`src/rtl/branch_resolver.sv`:
```
// branch_resolver
//   Sits between fetch and the two-level branch predictor. Forwards fetch
//   prediction requests to the predictor and keeps the predicted directions
//   in order in a small circular queue. When execute resolves the oldest
//   branch, the block compares the actual direction with the predicted one.
//   It then trains the predictor through result/result_strob and raises a
//   one-cycle flush on a misprediction.
//
//   Optional feature macro: BRANCH_RESOLVER_STATS_EN
//     defined   -> saturating stat_total / stat_miss counters are built
//     undefined -> stat_total / stat_miss are tied to 0
//
// Ports
//   clk, rst          clock, asynchronous active-high reset
//   br_issue          fetch wants a prediction this cycle
//   issue_ready       queue not full
//   predict_req       request to predictor (combinational)
//   predict           predictor direction, valid while predict_req=1
//   pred_taken        predict forwarded to fetch, 0 when no request
//   exec_valid        execute resolves the oldest outstanding branch
//   exec_taken        actual direction of that branch
//   result            registered actual direction to predictor
//   result_strob      registered one-cycle training strobe
//   flush             registered one-cycle mispredict flush
//   level             queue occupancy, 0..DEPTH
//   underflow         sticky: resolve seen with an empty queue
//   stat_total        resolved branch count (saturating)
//   stat_miss         mispredicted branch count (saturating)
`timescale 1ns/1ps

module branch_resolver #(
  parameter int DEPTH = 4,
  parameter int CNT_W = 16
) (
  input  logic                     clk,
  input  logic                     rst,
  input  logic                     br_issue,
  output logic                     issue_ready,
  output logic                     predict_req,
  input  logic                     predict,
  output logic                     pred_taken,
  input  logic                     exec_valid,
  input  logic                     exec_taken,
  output logic                     result,
  output logic                     result_strob,
  output logic                     flush,
  output logic [$clog2(DEPTH):0]   level,
  output logic                     underflow,
  output logic [CNT_W-1:0]         stat_total,
  output logic [CNT_W-1:0]         stat_miss
);

  localparam int PW = $clog2(DEPTH);
  localparam int LW = PW + 1;

  logic [DEPTH-1:0] q;
  logic [PW-1:0]    wr_ptr, rd_ptr;
  logic             head, nonempty, pop, push, mispredict_now;

  assign nonempty       = (level != '0);
  assign issue_ready    = (level != LW'(DEPTH));
  assign head           = q[rd_ptr];
  assign pop            = exec_valid & nonempty;
  assign mispredict_now = pop & (head != exec_taken);
  // An issue in a mispredict cycle is on the wrong path, so it is dropped.
  assign predict_req    = br_issue & issue_ready & ~mispredict_now;
  assign push           = predict_req;
  // predict may float when it is not requested, so gate it off.
  assign pred_taken     = predict_req & predict;

  // Queue, pointers and occupancy. DEPTH is a power of two, so the
  // pointers wrap naturally at PW bits.
  always_ff @(posedge clk or posedge rst) begin
    if (rst) begin
      q      <= '0;
      wr_ptr <= '0;
      rd_ptr <= '0;
      level  <= '0;
    end else begin
      if (push) q[wr_ptr] <= predict;
      if (mispredict_now) begin
        // Everything younger than the mispredicted branch is wrong-path.
        wr_ptr <= '0;
        rd_ptr <= '0;
        level  <= '0;
      end else begin
        if (push) wr_ptr <= wr_ptr + PW'(1);
        if (pop)  rd_ptr <= rd_ptr + PW'(1);
        case ({push, pop})
          2'b10:   level <= level + LW'(1);
          2'b01:   level <= level - LW'(1);
          default: level <= level;
        endcase
      end
    end
  end

  // Training and flush outputs, one cycle after the resolving edge.
  always_ff @(posedge clk or posedge rst) begin
    if (rst) begin
      result       <= 1'b0;
      result_strob <= 1'b0;
      flush        <= 1'b0;
      underflow    <= 1'b0;
    end else begin
      result_strob <= pop;
      flush        <= mispredict_now;
      if (pop) result <= exec_taken;
      if (exec_valid & ~nonempty) underflow <= 1'b1;
    end
  end

`ifdef BRANCH_RESOLVER_STATS_EN
  // Saturating counters: they hold at all-ones and do not wrap.
  always_ff @(posedge clk or posedge rst) begin
    if (rst) begin
      stat_total <= '0;
      stat_miss  <= '0;
    end else begin
      if (pop && (stat_total != '1))
        stat_total <= stat_total + CNT_W'(1);
      if (mispredict_now && (stat_miss != '1))
        stat_miss <= stat_miss + CNT_W'(1);
    end
  end
`else
  assign stat_total = '0;
  assign stat_miss  = '0;
`endif

endmodule
```
`config.mk`:
```
export PLATFORM = sky130hd
export DESIGN_NAME = branch_resolver
export DESIGN_NICKNAME = d
export VERILOG_FILES = /design/src/rtl/branch_resolver.sv
export SDC_FILE = /design/constraint.sdc
export NUM_CORES = 1
export LEC_CHECK = 0
export ABC_CLOCK_PERIOD_IN_PS = 3500
export BUFFER_PORTS_ARGS = -buffer_cell sky130_fd_sc_hd__buf_2
export CORE_ASPECT_RATIO = 1.4
export CORE_MARGIN = 5
export CORE_UTILIZATION = 48
export DETAILED_ROUTE_END_ITERATION = 12
export PLACE_DENSITY = 0.76
export SLEW_MARGIN = 20
export SYNTH_ARGS = -nofsm -noshare
export SYNTH_HDL_FRONTEND = slang
export SYNTH_SLANG_ARGS = --single-unit
```
`constraint.sdc`:
```
create_clock -name clk -period 3.5 [get_ports clk]
set_clock_uncertainty 0.15 [all_clocks]
set_input_delay 0.525 -clock clk [delete_from_list [all_inputs] [get_ports clk]]
set_output_delay 0.525 -clock clk [all_outputs]
set_load 0.1 [all_outputs]
```
### Word level (Yosys, flattened, before mapping)

Cells that the tools add are included.

* bits in registers: 15
* input port bits: 6
* output and inout bits: 42
* logic and storage cells: 43

* add/subtract/negate cells: 4
* magnitude comparators: 3
* equal/unequal tests: 4
* muxes and demuxes: 11
* bitwise operators: 8
* reduce and logical (&&, ||, !) cells: 5

Operator list (count)
* $mux 2: 4
* $and 1x1->1: 6
* $lt 2x3->1 const B: 2
* $pmux 3 s2: 1
* $reduce_bool 3->1: 2
* $add 2x1->2 const B: 2
* $bwmux 4: 1
* $reduce_bool 2->1: 2
* $add 3x1->3 const B: 1
* $mux 3: 1
* $ne 3x3->1 const B: 1
* $sub 3x1->3 const B: 1
* $bmux 1 s2: 1
* $demux 1 s2: 1
* $eq 2x1->1 const B: 1
* $eq 2x2->1 const B: 1
* $ge 2x1->1 const B: 1
* $mux 1: 2
* $not 1->1: 2
* $logic_and 1x1->1: 1
* $ne 1x1->1: 1

### Depth between registers and ports, before layout

* word-level depth: 9
* gate-level depth with buffers: 9
* gate-level depth less buffers: 8

### Worst setup path before layout

Ideal clock, no wire load.

* path type: register to output
* from: register level[1]
* to: output pred_taken
* arrival: 4.315 ns
* data required time: 2.825 ns
* setup slack: -1.490 ns
* cell stages (with the launch flop): 4
* buffers on the path: 0
* cell sequence: dfrtp_1 > or3b_1 > nand2_1 > nor3b_1

* elaborated cells on any way between the ends: 8

RTL lines
* from (decl): RTL line 47 `output logic [$clog2(DEPTH):0] level,`
* from (signal assigned): RTL line 90 `2'b10: level <= level + LW'(1);`
* from (signal assigned): RTL line 91 `2'b01: level <= level - LW'(1);`
* from (signal assigned): RTL line 92 `default: level <= level;`
* $ne 3x3->1: RTL line 61 `assign issue_ready = (level != LW'(DEPTH));`
* net issue_ready: RTL line 38 `output logic issue_ready,`
* $and 1x1->1 (2 in a row): RTL line 66 `assign predict_req = br_issue & issue_ready & ~mispredict_now;`
* $and 1x1->1: RTL line 69 `assign pred_taken = predict_req & predict;`
* to (decl): RTL line 41 `output logic pred_taken,`

The timed path passes the listed nets, and every way through them passes these cells.

### Final worst setup path

* from: register rd_ptr[1]
* to: output pred_taken

* word-level cells in the longest chain between the ends: 7

Ends and longest elaborated chain
* from (decl): RTL line 57 `logic [PW-1:0] wr_ptr, rd_ptr;`
* from (signal assigned): RTL line 88 `if (pop) rd_ptr <= rd_ptr + PW'(1);`
* $bmux 1 s2: RTL line 62 `assign head = q[rd_ptr];`
* $mux 1 (implied by the code): RTL line 62
* $ne 1x1->1: RTL line 64 `assign mispredict_now = pop & (head != exec_taken);`
* $and 1x1->1: RTL line 64
* net mispredict_now: RTL line 58 `logic head, nonempty, pop, push, mispredict_now;`
* $not 1->1: RTL line 66
* $and 1x1->1: RTL line 66
* $and 1x1->1: RTL line 69

The timed path passes the listed nets, and every way through them passes these cells. The select of a mux whose other input is x is not followed.

==> flow_metrics.tcl <==
set metrics [dict create \
    cp.required_ns 2.82 \
    grt.overflow.total 0 \
    grt_pass1_wl_um 3440 \
    cts_root_buffer "clkbuf_4" \
    yosys-top-cells-count "buf_4 (33), dfrtp_1 (15), nand2_1 (10), inv_1 (5), nor2_1 (5)" \
    row_count 21 \
    synthCells 124 \
    dp_hpwl_um 1660 \
    fin_crit_sh 0.865 \
    grt_usage 0.128 \
    use_met2 0.214 \
    drt-initial-drc-count 16 \
    hold_viol 0 \
    tightest_slew_ns 0.586 \
    cap_violations 0 \
    synth_area_mm2 0.00119 \
    synth_mux_area_frac 0.0842 \
    core_area_mm2 0.00239 \
    grtUsageMet3 0.0108 \
    path_class "flip-flop to output port" \
    synthMostInstantiatedCell "buf_4" \
    fin_crit_ns 3.03 \
    drive_gt1_frac 0.201 \
    synthArstFlopShare 1.00 \
    synth_xor_area_frac 0.0147 \
    cts_setup_buffers 0 \
    drt-vias-per-instance 4.64 \
    ant_nets 0 \
    top_usage_layer "met2" \
    max_freq_mhz 330 \
    synth_flop_cell "dfrtp_1" \
    place.gp.congestion 0.753 \
    setup_viol 0 \
    ys_seq_elements 15 \
    maxSlewHeadroom 0.598 \
    antenna_cells 0 \
    holdBufCountCts 0 \
    drc 0 \
    hold_path_class "primary input to asynchronous set/reset pin" \
    chipHeight_um 68.9 \
    synth_area_leaders "dfrtp_1 (32%), buf_4 (21%), ha_1 (4.2%), mux2_1 (3.8%), mux2i_1 (3.4%)" \
    firstDrtPassIters 4 \
    io-pin-count 48 \
    clockBufferDepth 2 \
    final_util 0.500 \
    grt_pass1_vias 790 \
    antenna_found_initial 0 \
    avgSynthCellArea_um2 9.59 \
    met1_usage 0.153 \
    slew_viol_final 0 \
    rsz0062_at_grt "false" \
    synth.distinct_cells 39 \
    cp-start-kind "flip-flop" \
    endpoint_kind "output port" \
    wire_per_inst_um 12.6 \
    grt_max_degree 16 \
    synth-compound-area-share 0.125 \
    run_status "completed" \
    synth_top_family_by_area "buffers and inverters" \
    synth-simple-area-share 0.148 \
    cts_tree "built" \
    clock_sinks 15 \
    vias 802 \
    synthToLayoutAreaGrowth_pct 0.632 \
    nNetsFinal 151 \
    synth_edf_count 0 \
    yosysWarnings 0 \
    synth_top_area_share 0.316 \
    path_clk_slew_ns 0.09 \
    critical_path_arrival_ns 2.35 \
    timing.final.ws_setup_ns 0.473 \
    cts_htree_levels 1 \
    finalSetupTns_ns 0 \
    die_w_um 52.1 \
    cts_resized 0 \
    initial_core_util 0.497 \
    pre_cts_slack_ns 0.691 \
    wirelength_um 2190 \
    die-area_mm2 0.00359 \
    ys_seq_area_frac 0.316 \
    synth_top_cell_by_area "dfrtp_1" \
    insertion_delay_ns 0.29 \
    crit_fanout 7 \
    numCtsBuffers 3 \
    yosys.area_share.adder 0.0589 \
    io_buffers 15 \
]
metal layers:
layer / up-vias / part of all wire
li1: 392 / -
met1: 372 / 0.40
met2: 33 / 0.51
met3: 5 / 0.059
met4: 0 / 0.027
met5: - / 0
stage by stage:
step / cells / cell area (µm²) / hold WS, ns
CTS: 173 / 1200 / 0.152
detailed placement: 169 / 1170 / 0.323
floorplan: 155 / 1320 / 0.276
finish: 173 / 1200 / 0.141
global placement: 169 / 1170 / 0.305
global route: 173 / 1200 / 0.187
registers in the layout (all words and copies together) (netlist names):
name / flops
flush: 1
level: 3
q: 4
rd_ptr: 2
result: 1
result_strob: 1
underflow: 1
wr_ptr: 2
layout by cell type (no fill, tap or decap), drive strengths merged:
cell type,instances
a31oi,1
ha,4
nor4,2
inv,6
xnor2,2
o2111ai,3
a21oi,4
or3b,1
fa,1
o22ai,1
and4,1
mux2i,4
o21a,1
nor2,5
o21ai,2
conb,32
mux2,5
or2,1
nor4b,1
nand2,10
nor3,2
o311ai,4
a31o,1
nor3b,2
nor2b,1
dfrtp,15
clkbuf,4
a211oi,1
and2,1
buf,16
nand3,2
nor4bb,1
nand2b,2
cell type report:
type,count,area [µm²]
Clock buffer,4,26.3
Fill cell,240,1190
Inverter,6,22.5
Multi-Input combinational cell,98,647
Sequential cell,15,375
Tap cell,34,42.5
Timing Repair Buffer,16,82.6
final timing paths:
path / cells past startpoint / to / from / slack (ns)
max: 5 / pred_taken / rd_ptr[1] / 0.47
min: 2 / result_strob / rst / 0.14
max reg2reg: 8 / level[2] / rd_ptr[1] / 0.66
min reg2reg: 1 / underflow / underflow / 0.34
max in group asynchronous: 2 / level[2] / rst / 2.67
min in group clk: 3 / result / exec_taken / 0.34
worst max-delay path, cell delays in order (launching register included):
cell and delay, ns:
dfrtp_1 0.44, mux2i_1 0.25, mux2i_1 0.55, nor3_2 0.18, nor3b_4 0.21, buf_2 0.44
kinds of logic after synthesis:
| kind of cell | after synthesis |
|---|---|
| adder cells (fa/ha/maj) | 5 |
| flip-flops | 15 |
| buffers and inverters | 42 |
| AO/OA/AOI/OAI | 18 |
| other | 1 |
| XOR/XNOR | 2 |
| multiplexers | 9 |
| AND/OR/NAND/NOR | 32 |
Power is left out: the tool's default activity adds up to more than one toggle a clock period on the data nets, which glitch-free logic cannot reach.
